--- src/rtl/key_schedule_seq.sv ---
// Iterative AES-128 key expansion: one round key per pulse, rounds 0..10,
// using a single time-multiplexed byte S-box and a RoundConst stage.

module RoundConst (
    input  logic [3:0] round,
    input  logic [7:0] S0_in,
    input  logic [7:0] S1_in,
    input  logic [7:0] S2_in,
    input  logic [7:0] S3_in,
    output logic [7:0] D0_out,
    output logic [7:0] D1_out,
    output logic [7:0] D2_out,
    output logic [7:0] D3_out
);
    logic [7:0] rcon;

    always_comb begin
        case (round)
            4'd1:    rcon = 8'h01;
            4'd2:    rcon = 8'h02;
            4'd3:    rcon = 8'h04;
            4'd4:    rcon = 8'h08;
            4'd5:    rcon = 8'h10;
            4'd6:    rcon = 8'h20;
            4'd7:    rcon = 8'h40;
            4'd8:    rcon = 8'h80;
            4'd9:    rcon = 8'h1b;
            4'd10:   rcon = 8'h36;
            default: rcon = 8'h00;
        endcase
    end

    assign D0_out = S0_in ^ rcon;
    assign D1_out = S1_in;
    assign D2_out = S2_in;
    assign D3_out = S3_in;
endmodule

module key_schedule_seq (
    input  logic         clk,
    input  logic         rst_n,
    input  logic         start,
    input  logic [127:0] key_in,
    output logic         busy,
    output logic         rk_valid,
    output logic [3:0]   rk_round,
    output logic [127:0] rk_out,
    output logic         done
);
    // Entry i of the S-box lives at bits [2047-8i -: 8].
    localparam logic [2047:0] SBOX = {
        128'h637c777bf26b6fc53001672bfed7ab76, 128'hca82c97dfa5947f0add4a2af9ca472c0,
        128'hb7fd9326363ff7cc34a5e5f171d83115, 128'h04c723c31896059a071280e2eb27b275,
        128'h09832c1a1b6e5aa0523bd6b329e32f84, 128'h53d100ed20fcb15b6acbbe394a4c58cf,
        128'hd0efaafb434d338545f9027f503c9fa8, 128'h51a3408f929d38f5bcb6da2110fff3d2,
        128'hcd0c13ec5f974417c4a77e3d645d1973, 128'h60814fdc222a908846eeb814de5e0bdb,
        128'he0323a0a4906245cc2d3ac629195e479, 128'he7c8376d8dd54ea96c56f4ea657aae08,
        128'hba78252e1ca6b4c6e8dd741f4bbd8b8a, 128'h703eb5664803f60e613557b986c11d9e,
        128'he1f8981169d98e949b1e87e9ce5528df, 128'h8ca1890dbfe6426841992d0fb054bb16
    };

    typedef enum logic [1:0] {IDLE, LOAD, SUB, UPD} state_t;

    state_t      state, next_state;
    logic [31:0] w0, w1, w2, w3;
    logic [7:0]  t0, t1, t2, t3;
    logic [1:0]  byte_idx;
    logic [3:0]  round;
    logic [7:0]  sbox_in, sbox_out;
    logic [7:0]  d0, d1, d2, d3;
    logic [31:0] w0_n, w1_n, w2_n, w3_n;

    // RotWord byte order: w3 rotated left by one byte.
    always_comb begin
        case (byte_idx)
            2'd0:    sbox_in = w3[23:16];
            2'd1:    sbox_in = w3[15:8];
            2'd2:    sbox_in = w3[7:0];
            default: sbox_in = w3[31:24];
        endcase
    end

    assign sbox_out = SBOX[{~sbox_in, 3'b111} -: 8];

    // The last substituted byte bypasses t3 so the new round key can be
    // registered on the edge that enters UPD and be visible during UPD.
    RoundConst u_rcon (
        .round  (round),
        .S0_in  (t0),
        .S1_in  (t1),
        .S2_in  (t2),
        .S3_in  ((state == SUB) ? sbox_out : t3),
        .D0_out (d0),
        .D1_out (d1),
        .D2_out (d2),
        .D3_out (d3)
    );

    assign w0_n = w0 ^ {d0, d1, d2, d3};
    assign w1_n = w1 ^ w0_n;
    assign w2_n = w2 ^ w1_n;
    assign w3_n = w3 ^ w2_n;

    always_ff @(posedge clk) begin
        if (!rst_n) state <= IDLE;
        else        state <= next_state;
    end

    always_comb begin
        next_state = state;
        case (state)
            IDLE:    if (start) next_state = LOAD;
            LOAD:    next_state = SUB;
            SUB:     if (byte_idx == 2'd3) next_state = UPD;
            UPD:     next_state = (round == 4'd10) ? IDLE : SUB;
            default: next_state = IDLE;
        endcase
    end

    always_ff @(posedge clk) begin
        if (!rst_n) begin
            {w0, w1, w2, w3} <= '0;
            {t0, t1, t2, t3} <= '0;
            byte_idx <= '0;
            round    <= '0;
            busy     <= 1'b0;
            rk_valid <= 1'b0;
            rk_round <= '0;
            rk_out   <= '0;
            done     <= 1'b0;
        end else begin
            rk_valid <= 1'b0;
            done     <= 1'b0;
            case (state)
                IDLE: if (start) begin
                    {w0, w1, w2, w3} <= key_in;
                    round    <= 4'd0;
                    busy     <= 1'b1;
                    rk_valid <= 1'b1;
                    rk_round <= 4'd0;
                    rk_out   <= key_in;
                end
                LOAD: begin
                    round    <= 4'd1;
                    byte_idx <= 2'd0;
                end
                SUB: begin
                    case (byte_idx)
                        2'd0:    t0 <= sbox_out;
                        2'd1:    t1 <= sbox_out;
                        2'd2:    t2 <= sbox_out;
                        default: t3 <= sbox_out;
                    endcase
                    byte_idx <= byte_idx + 2'd1;
                    if (byte_idx == 2'd3) begin
                        {w0, w1, w2, w3} <= {w0_n, w1_n, w2_n, w3_n};
                        rk_out   <= {w0_n, w1_n, w2_n, w3_n};
                        rk_round <= round;
                        rk_valid <= 1'b1;
                        done     <= (round == 4'd10);
                    end
                end
                UPD: begin
                    if (round == 4'd10) busy  <= 1'b0;
                    else                round <= round + 4'd1;
                end
                default: ;
            endcase
        end
    end
endmodule

--- config.mk ---
export PLATFORM = sky130hd
export DESIGN_NAME = key_schedule_seq
export DESIGN_NICKNAME = d
export VERILOG_FILES = /design/src/rtl/key_schedule_seq.sv
export SDC_FILE = /design/constraint.sdc
export NUM_CORES = 1
export LEC_CHECK = 0
export BUFFER_PORTS_ARGS = -buffer_cell sky130_fd_sc_hd__buf_2
export CAP_MARGIN = 10
export CORE_ASPECT_RATIO = 2
export CORE_MARGIN = 4
export CORE_UTILIZATION = 35
export DETAILED_ROUTE_END_ITERATION = 10
export REMOVE_ABC_BUFFERS = 1
export SYNTH_ARGS = -nofsm -noshare
export SYNTH_HDL_FRONTEND = slang
export SYNTH_SLANG_ARGS = --single-unit
--- constraint.sdc ---
create_clock -name clk -period 5.7 [get_ports clk]
set_input_delay 1.425 -clock clk [delete_from_list [all_inputs] [get_ports clk]]
set_output_delay 1.425 -clock clk [all_outputs]
set_load 0.01 [all_outputs]
### Word-level counts from Yosys, hierarchy flattened

Memory sizes are Yosys's and may differ from the RTL's. A register that Yosys moved wholly into a read port is not among the register bits.
Index checks and enable logic that the tools add are counted.

* bits in registers: 303
* bits in read-only memories: 128
* input port bits: 131
* memories kept: 1

Memories
* (name not given): depth 16, bits a word 8, rd ports 1, clocked after memory_dff 1, write ports 0, line 18 `case (round)`

* bitwise gates (word level): 7
* multiplexer cells: 35
* shift operators: 1
* eq/ne operators: 11
* $add $sub $neg: 2
* reduce and logical (&&, ||, !) cells: 16

Operator list (number)
* $shiftx A2055 B12 Y8 const A: 1
* $mux W128: 2
* $mux W32: 8
* $pmux W128 S2: 1
* $pmux W32 S2: 4
* $xor A32 B32 Y32: 4
* $pmux W8 S3: 1
* $mux W4: 5
* $pmux W4 S3: 1
* $reduce_and A3 Y1: 4
* $reduce_and A2 Y1: 5
* $eq A2 B2 Y1 const B: 4
* $mux W8: 1
* $not A8 Y8: 1
* $pmux W2 S4: 1
* $pmux W4 S2: 1
* $xor A8 B8 Y8: 1
* $mux W2: 3
* $ne A2 B2 Y1 const B: 3
* $reduce_bool A2 Y1: 3
* $add A4 B1 Y4 const B: 1
* $eq A2 B1 Y1 const B: 2
* $eq A4 B4 Y1 const B: 1
* $logic_not A2 Y1: 2
* 8 further kinds: 12

### Longest topological paths before layout

* word-level depth: 11
* gate-level depth with buffers: 21
* gate-level depth less buffers: 16

### Cells and area by module

Synthesis repeated with hierarchy kept, for this count alone.

* cells, all modules: 1893
* area total of the unflattened synthesis: 13681.9 sq um

By module, submodules not included
* key_schedule_seq: instances 1, cells each 1843, area an instance 13281.5 sq um
* RoundConst: instances 1, cells each 50, area an instance 400.4 sq um

### Worst setup path after synthesis

OpenSTA, ideal clock, no wires.

* path type: register -> register
* from: register byte_idx[0]
* to: register rk_out[3]
* library setup time: 95 ps
* required time: 5605 ps
* buffers on the path: 5
* arrival: 4258 ps
* path slack: 1346 ps
* cell stages (with the launch flop): 21
* clock period less this slack: 4354 ps
* cells stage by stage: dfxtp_1 > inv_1 > ha_1 > buf_4 > a22oi_1 > a22oi_4 > buf_2 > buf_2 > ha_1 > buf_2 > clkinv_1 > a32o_1 > a211oi_1 > a2111oi_0 > or3_1 > a221o_1 > and2_1 > buf_2 > xnor3_1 > mux2i_1 > a221oi_1

* word-level cells in the longest chain between the ends: 11

Ends and longest elaborated chain
* start, declared: line 67 `logic [1:0] byte_idx;`
* start signal, assigned: line 154 `byte_idx <= byte_idx + 2'd1;`
* $eq A2 B2 Y1 (tied with other cells): line 75 `case (byte_idx)`
* $pmux W8 S3: line 75
* $not A8 Y8: line 83 `assign sbox_out = SBOX[{~sbox_in, 3'b111} -: 8];`
* $shiftx A2055 B12 Y8: line 83
* $mux W8: line 92 `.S3_in ((state == SUB) ? sbox_out : t3),`
* $xor A32 B32 Y32: line 99 `assign w0_n = w0 ^ {d0, d1, d2, d3};`
* $xor A32 B32 Y32: line 100 `assign w1_n = w1 ^ w0_n;`
* $xor A32 B32 Y32: line 101 `assign w2_n = w2 ^ w1_n;`
* $xor A32 B32 Y32: line 102 `assign w3_n = w3 ^ w2_n;`
* $mux W128: line 155 `if (byte_idx == 2'd3) begin`
* $pmux W128 S2: line 134 `case (state)`
* end signal, assigned: line 141 `rk_out <= key_in;`
* end signal, assigned: line 157 `rk_out <= {w0_n, w1_n, w2_n, w3_n};`
* end, declared: line 47 `output logic [127:0] rk_out,`

Parallel ways exist; a longest one is shown, timed or not. The select of a mux whose other input is x is not followed.
A chain may end at the register's enable or synchronous reset.

### Worst setup path in the final report

* from: register byte_idx[0]
* to: register rk_out[5]

The elaborated chain is that of the path after synthesis.

==> flow_summary_export.csv <==
group,metric,value,unit
status,status,"finished, final reports clean",
placement,gp_congestion,1.13,
worst_setup_path,cp.required,6.08,ns
sta,relSlewSlack,18.1,%
worst_hold_path,hold_depth,2,
route,dr.pass1.iters,6,
layout,syn2layout_area_growth,16.2,%
layout,nets,2165,
clocking,cts.path.max_buffers,2,
worst_setup_path,r2r_end,"rk_out[5]",
global_route,grt_pass1_vias,15296,
layout,final_area,15900,um^2
flow_run,maxCapViolCount,0,
sta,grt_setup_unrepaired,"false",
die,die_height,288,um
route,first_iter_violations,1633,
layout,drive_gt1_share,20.4,%
sta,finalHoldViolCount,0,
worst_setup_path,arrival,5.63,ns
power,power,12.3,mW
sta,timing.hold.ws,0.464,ns
clocking,cts_resized,0,
yosys,synthXorXnorAreaFrac,8.21,%
yosys,yosys-mux-area-fraction,1.47,%
worst_setup_path,r2r_slack,0.45,ns
die,rows,102,
die,dieArea,42600,um^2
yosys,synthSimpleGateAreaFrac,19.9,%
yosys,avgSynthCellArea,7.45,um^2
worst_setup_path,cp-start-kind,"register",
clocking,cts_tree,"built",
clocking,cts_buffers,17,
yosys,synthTopCellsByArea,"dfxtp_1 (26%), a21oi_1 (7.4%), nand2_1 (5.9%)",
placement,place_hpwl,49.4,mm
sta,clock_skew,0.0271,ns
clocking,cts-root-buf,"clkbuf_16",
worst_setup_path,r2r_cells,16,
yosys,async_flop_share,0,%
clocking,ctsHtreeMaxLevel,4,
global_route,grt_first_pass_wirelength,101,mm
yosys,synth_compound_area_share,34.4,%
sta,finalCritPeriodShare,92.1,%
route,ant_nets,0,
route,via_count,15836,
route,drc_errors,0,
yosys,netlist_area,13700,um^2
route,routed_wl,69.0,mm
yosys,synth.top_cell.area_share,25.6,%
clocking,clk_pin_slew,0.08,ns
yosys,synthFlopType,"dfxtp_1",
die,initial_utilization,35.5,%
clocking,clock_sinks,175,
die,coreArea,38700,um^2
worst_hold_path,min-delay-start,"rk_round[2]",
yosys,synth_top_family_by_area,"compound AO/OA/AOI/OAI gates",
global_route,overflow,0,
placement,io_buffers,265,
clocking,cts_hold_buf,0,
yosys,synth-edff-count,0,
worst_setup_path,reg2reg_from,"byte_idx[0]",
worst_setup_path,path_max_fanout,14,
yosys,syn_inst,1840,
sta,fin_crit,5.25,ns
global_route,grt_max_degree,108,
power,leakagePower,6.40,nW
global_route,grt_usage,31.3,%
layout,fillerInstances,4082,
yosys,ys_seq_elements,175,
worst_hold_path,min_to,"rk_round[2]",
route,routed_wire_length_per_instance,27.1,um
worst_setup_path,worstSetupPathType,"reg -> reg",
yosys,ys_warn_count,0,
sta,setup_violations,0,
sta,maxSlewViolCount,0,
yosys,synth-seq-area-share,25.6,%
sta,worst_pin_slew,1.21,ns
global_route,antenna_found_initial,3,
yosys,synthAdderAreaFrac,2.19,%
power,max-vdd-ir-drop,0.434,mV
yosys,ys_types,97,
yosys,synth_top_area_cell,"dfxtp_1",
sta,max_freq,0.191,GHz
worst_setup_path,critPathCaptureType,"register",
route,vias_per_cell,6.22,
clocking,clk_latency,0.47,ns
die,dieWidth,148,um
clocking,post_cts_buffers,0,
placement,placed_area,15300,um^2
power,pwr_density_cell,769,nW/um^2
sta,fin_setup_tns,0,ns
worst_hold_path,hold_path_class,"reg -> reg",
die,io_pins,266,
cells in the mapped netlist, drive strengths merged, types with 15 or more instances:
master / n
xor2: 58
a22oi: 56
nand2: 216
nor2: 170
o22ai: 25
o311ai: 15
dfxtp: 175
o211ai: 19
buf: 72
a221oi: 21
o21ai: 119
a31oi: 15
xnor2: 55
ha: 24
clkbuf: 107
nor3: 64
and2: 23
a211oi: 47
inv: 38
nand2b: 29
nand3: 25
o2bb2ai: 39
and3: 15
a21oi: 210
worst max-delay path, cell delays in order, from the launching register on:
cell and delay (ns):
dfxtp_1 0.35, inv_1 0.12, ha_1 0.50, a21oi_1 0.14, a22o_1 0.30, inv_2 0.19
ha_1 0.20, buf_4 0.23, inv_1 0.12, a211oi_1 0.46, o21ai_0 0.46, a221oi_1 0.87
o31ai_1 0.21, o311a_1 0.25, xnor2_1 0.20, or4_1 0.41, a31oi_1 0.13
metal layers:
metal	track usage (%)	wire length, um
met1	33.4	24100
met2	54.1	34400
met3	5.26	4180
met4	24.5	6350
met5	0	0
worst max path at each step:
stage	start	to	slack [ns]	depth (start not counted)
CTS	byte_idx[0]	rk_out[5]	0.75	17
floorplan	state[0]	rk_out[39]	-4.36	6
detailed placement	byte_idx[0]	rk_out[5]	0.78	17
global route	byte_idx[0]	rk_out[5]	0.22	15
finish	byte_idx[0]	rk_out[5]	0.45	16
global placement	byte_idx[0]	rk_out[32]	0.86	15
cell families after synthesis:
group / count (synthesis)
AO/OA/AOI/OAI: 687
XOR/XNOR: 119
adder cells (fa/ha/maj): 24
buffers and inverters: 219
flip-flops: 175
multiplexers: 18
AND/OR/NAND/NOR: 598
cells in the final DEF (no fill, tap or decap), drive strengths merged, types with 25 or more instances in the layout:
| cell | synthesis | final |
|---|---|---|
| nand2b | 29 | 29 |
| a211oi | 47 | 47 |
| nor3 | 64 | 64 |
| nor2 | 170 | 170 |
| buf | 72 | 330 |
| o21ai | 119 | 119 |
| inv | 38 | 48 |
| o22ai | 25 | 25 |
| xor2 | 58 | 58 |
| a21oi | 210 | 210 |
| a22oi | 56 | 56 |
| nand3 | 25 | 25 |
| xnor2 | 55 | 55 |
| o2bb2ai | 39 | 39 |
| dfxtp | 175 | 175 |
| nand2 | 216 | 216 |
sequential cells by signal (all words and copies together), names as in the netlist:
signal and count:
byte_idx 2, rk_valid 1, rk_out 128, busy 1, round 4, u_rcon.rcon 8, rk_round 4, t0 8
state 2, t1 8, t2 8, done 1
metrics by stage:
stage	std cells	util (%)	worst slack, ns
final	2547	41.2	0.452
after global routing	2546	41.2	0.218
after CTS	2543	41.2	0.752
after detailed placement	2511	39.6	0.785
after global placement	2511	39.6	0.859
after floorplan	1661	-	-4.36
area by class of cell:
cell class	count	area, um^2	share of cell area (%)
antenna	4	10.0	0.0629
clock buffer	17	425	2.67
clock inverter	15	166	1.04
inverter	40	160	1.01
multi-input combinational	1446	9110	57.2
sequential	175	3500	22.0
tap	520	651	4.09
timing repair buffer	330	1900	11.9
power by group:
part	switching, mW	internal [mW]
Clock	0.634	0.591
Combinational	5.69	3.09
Sequential	0.576	1.67
No activity file was read; power rests on OpenSTA's default activity.
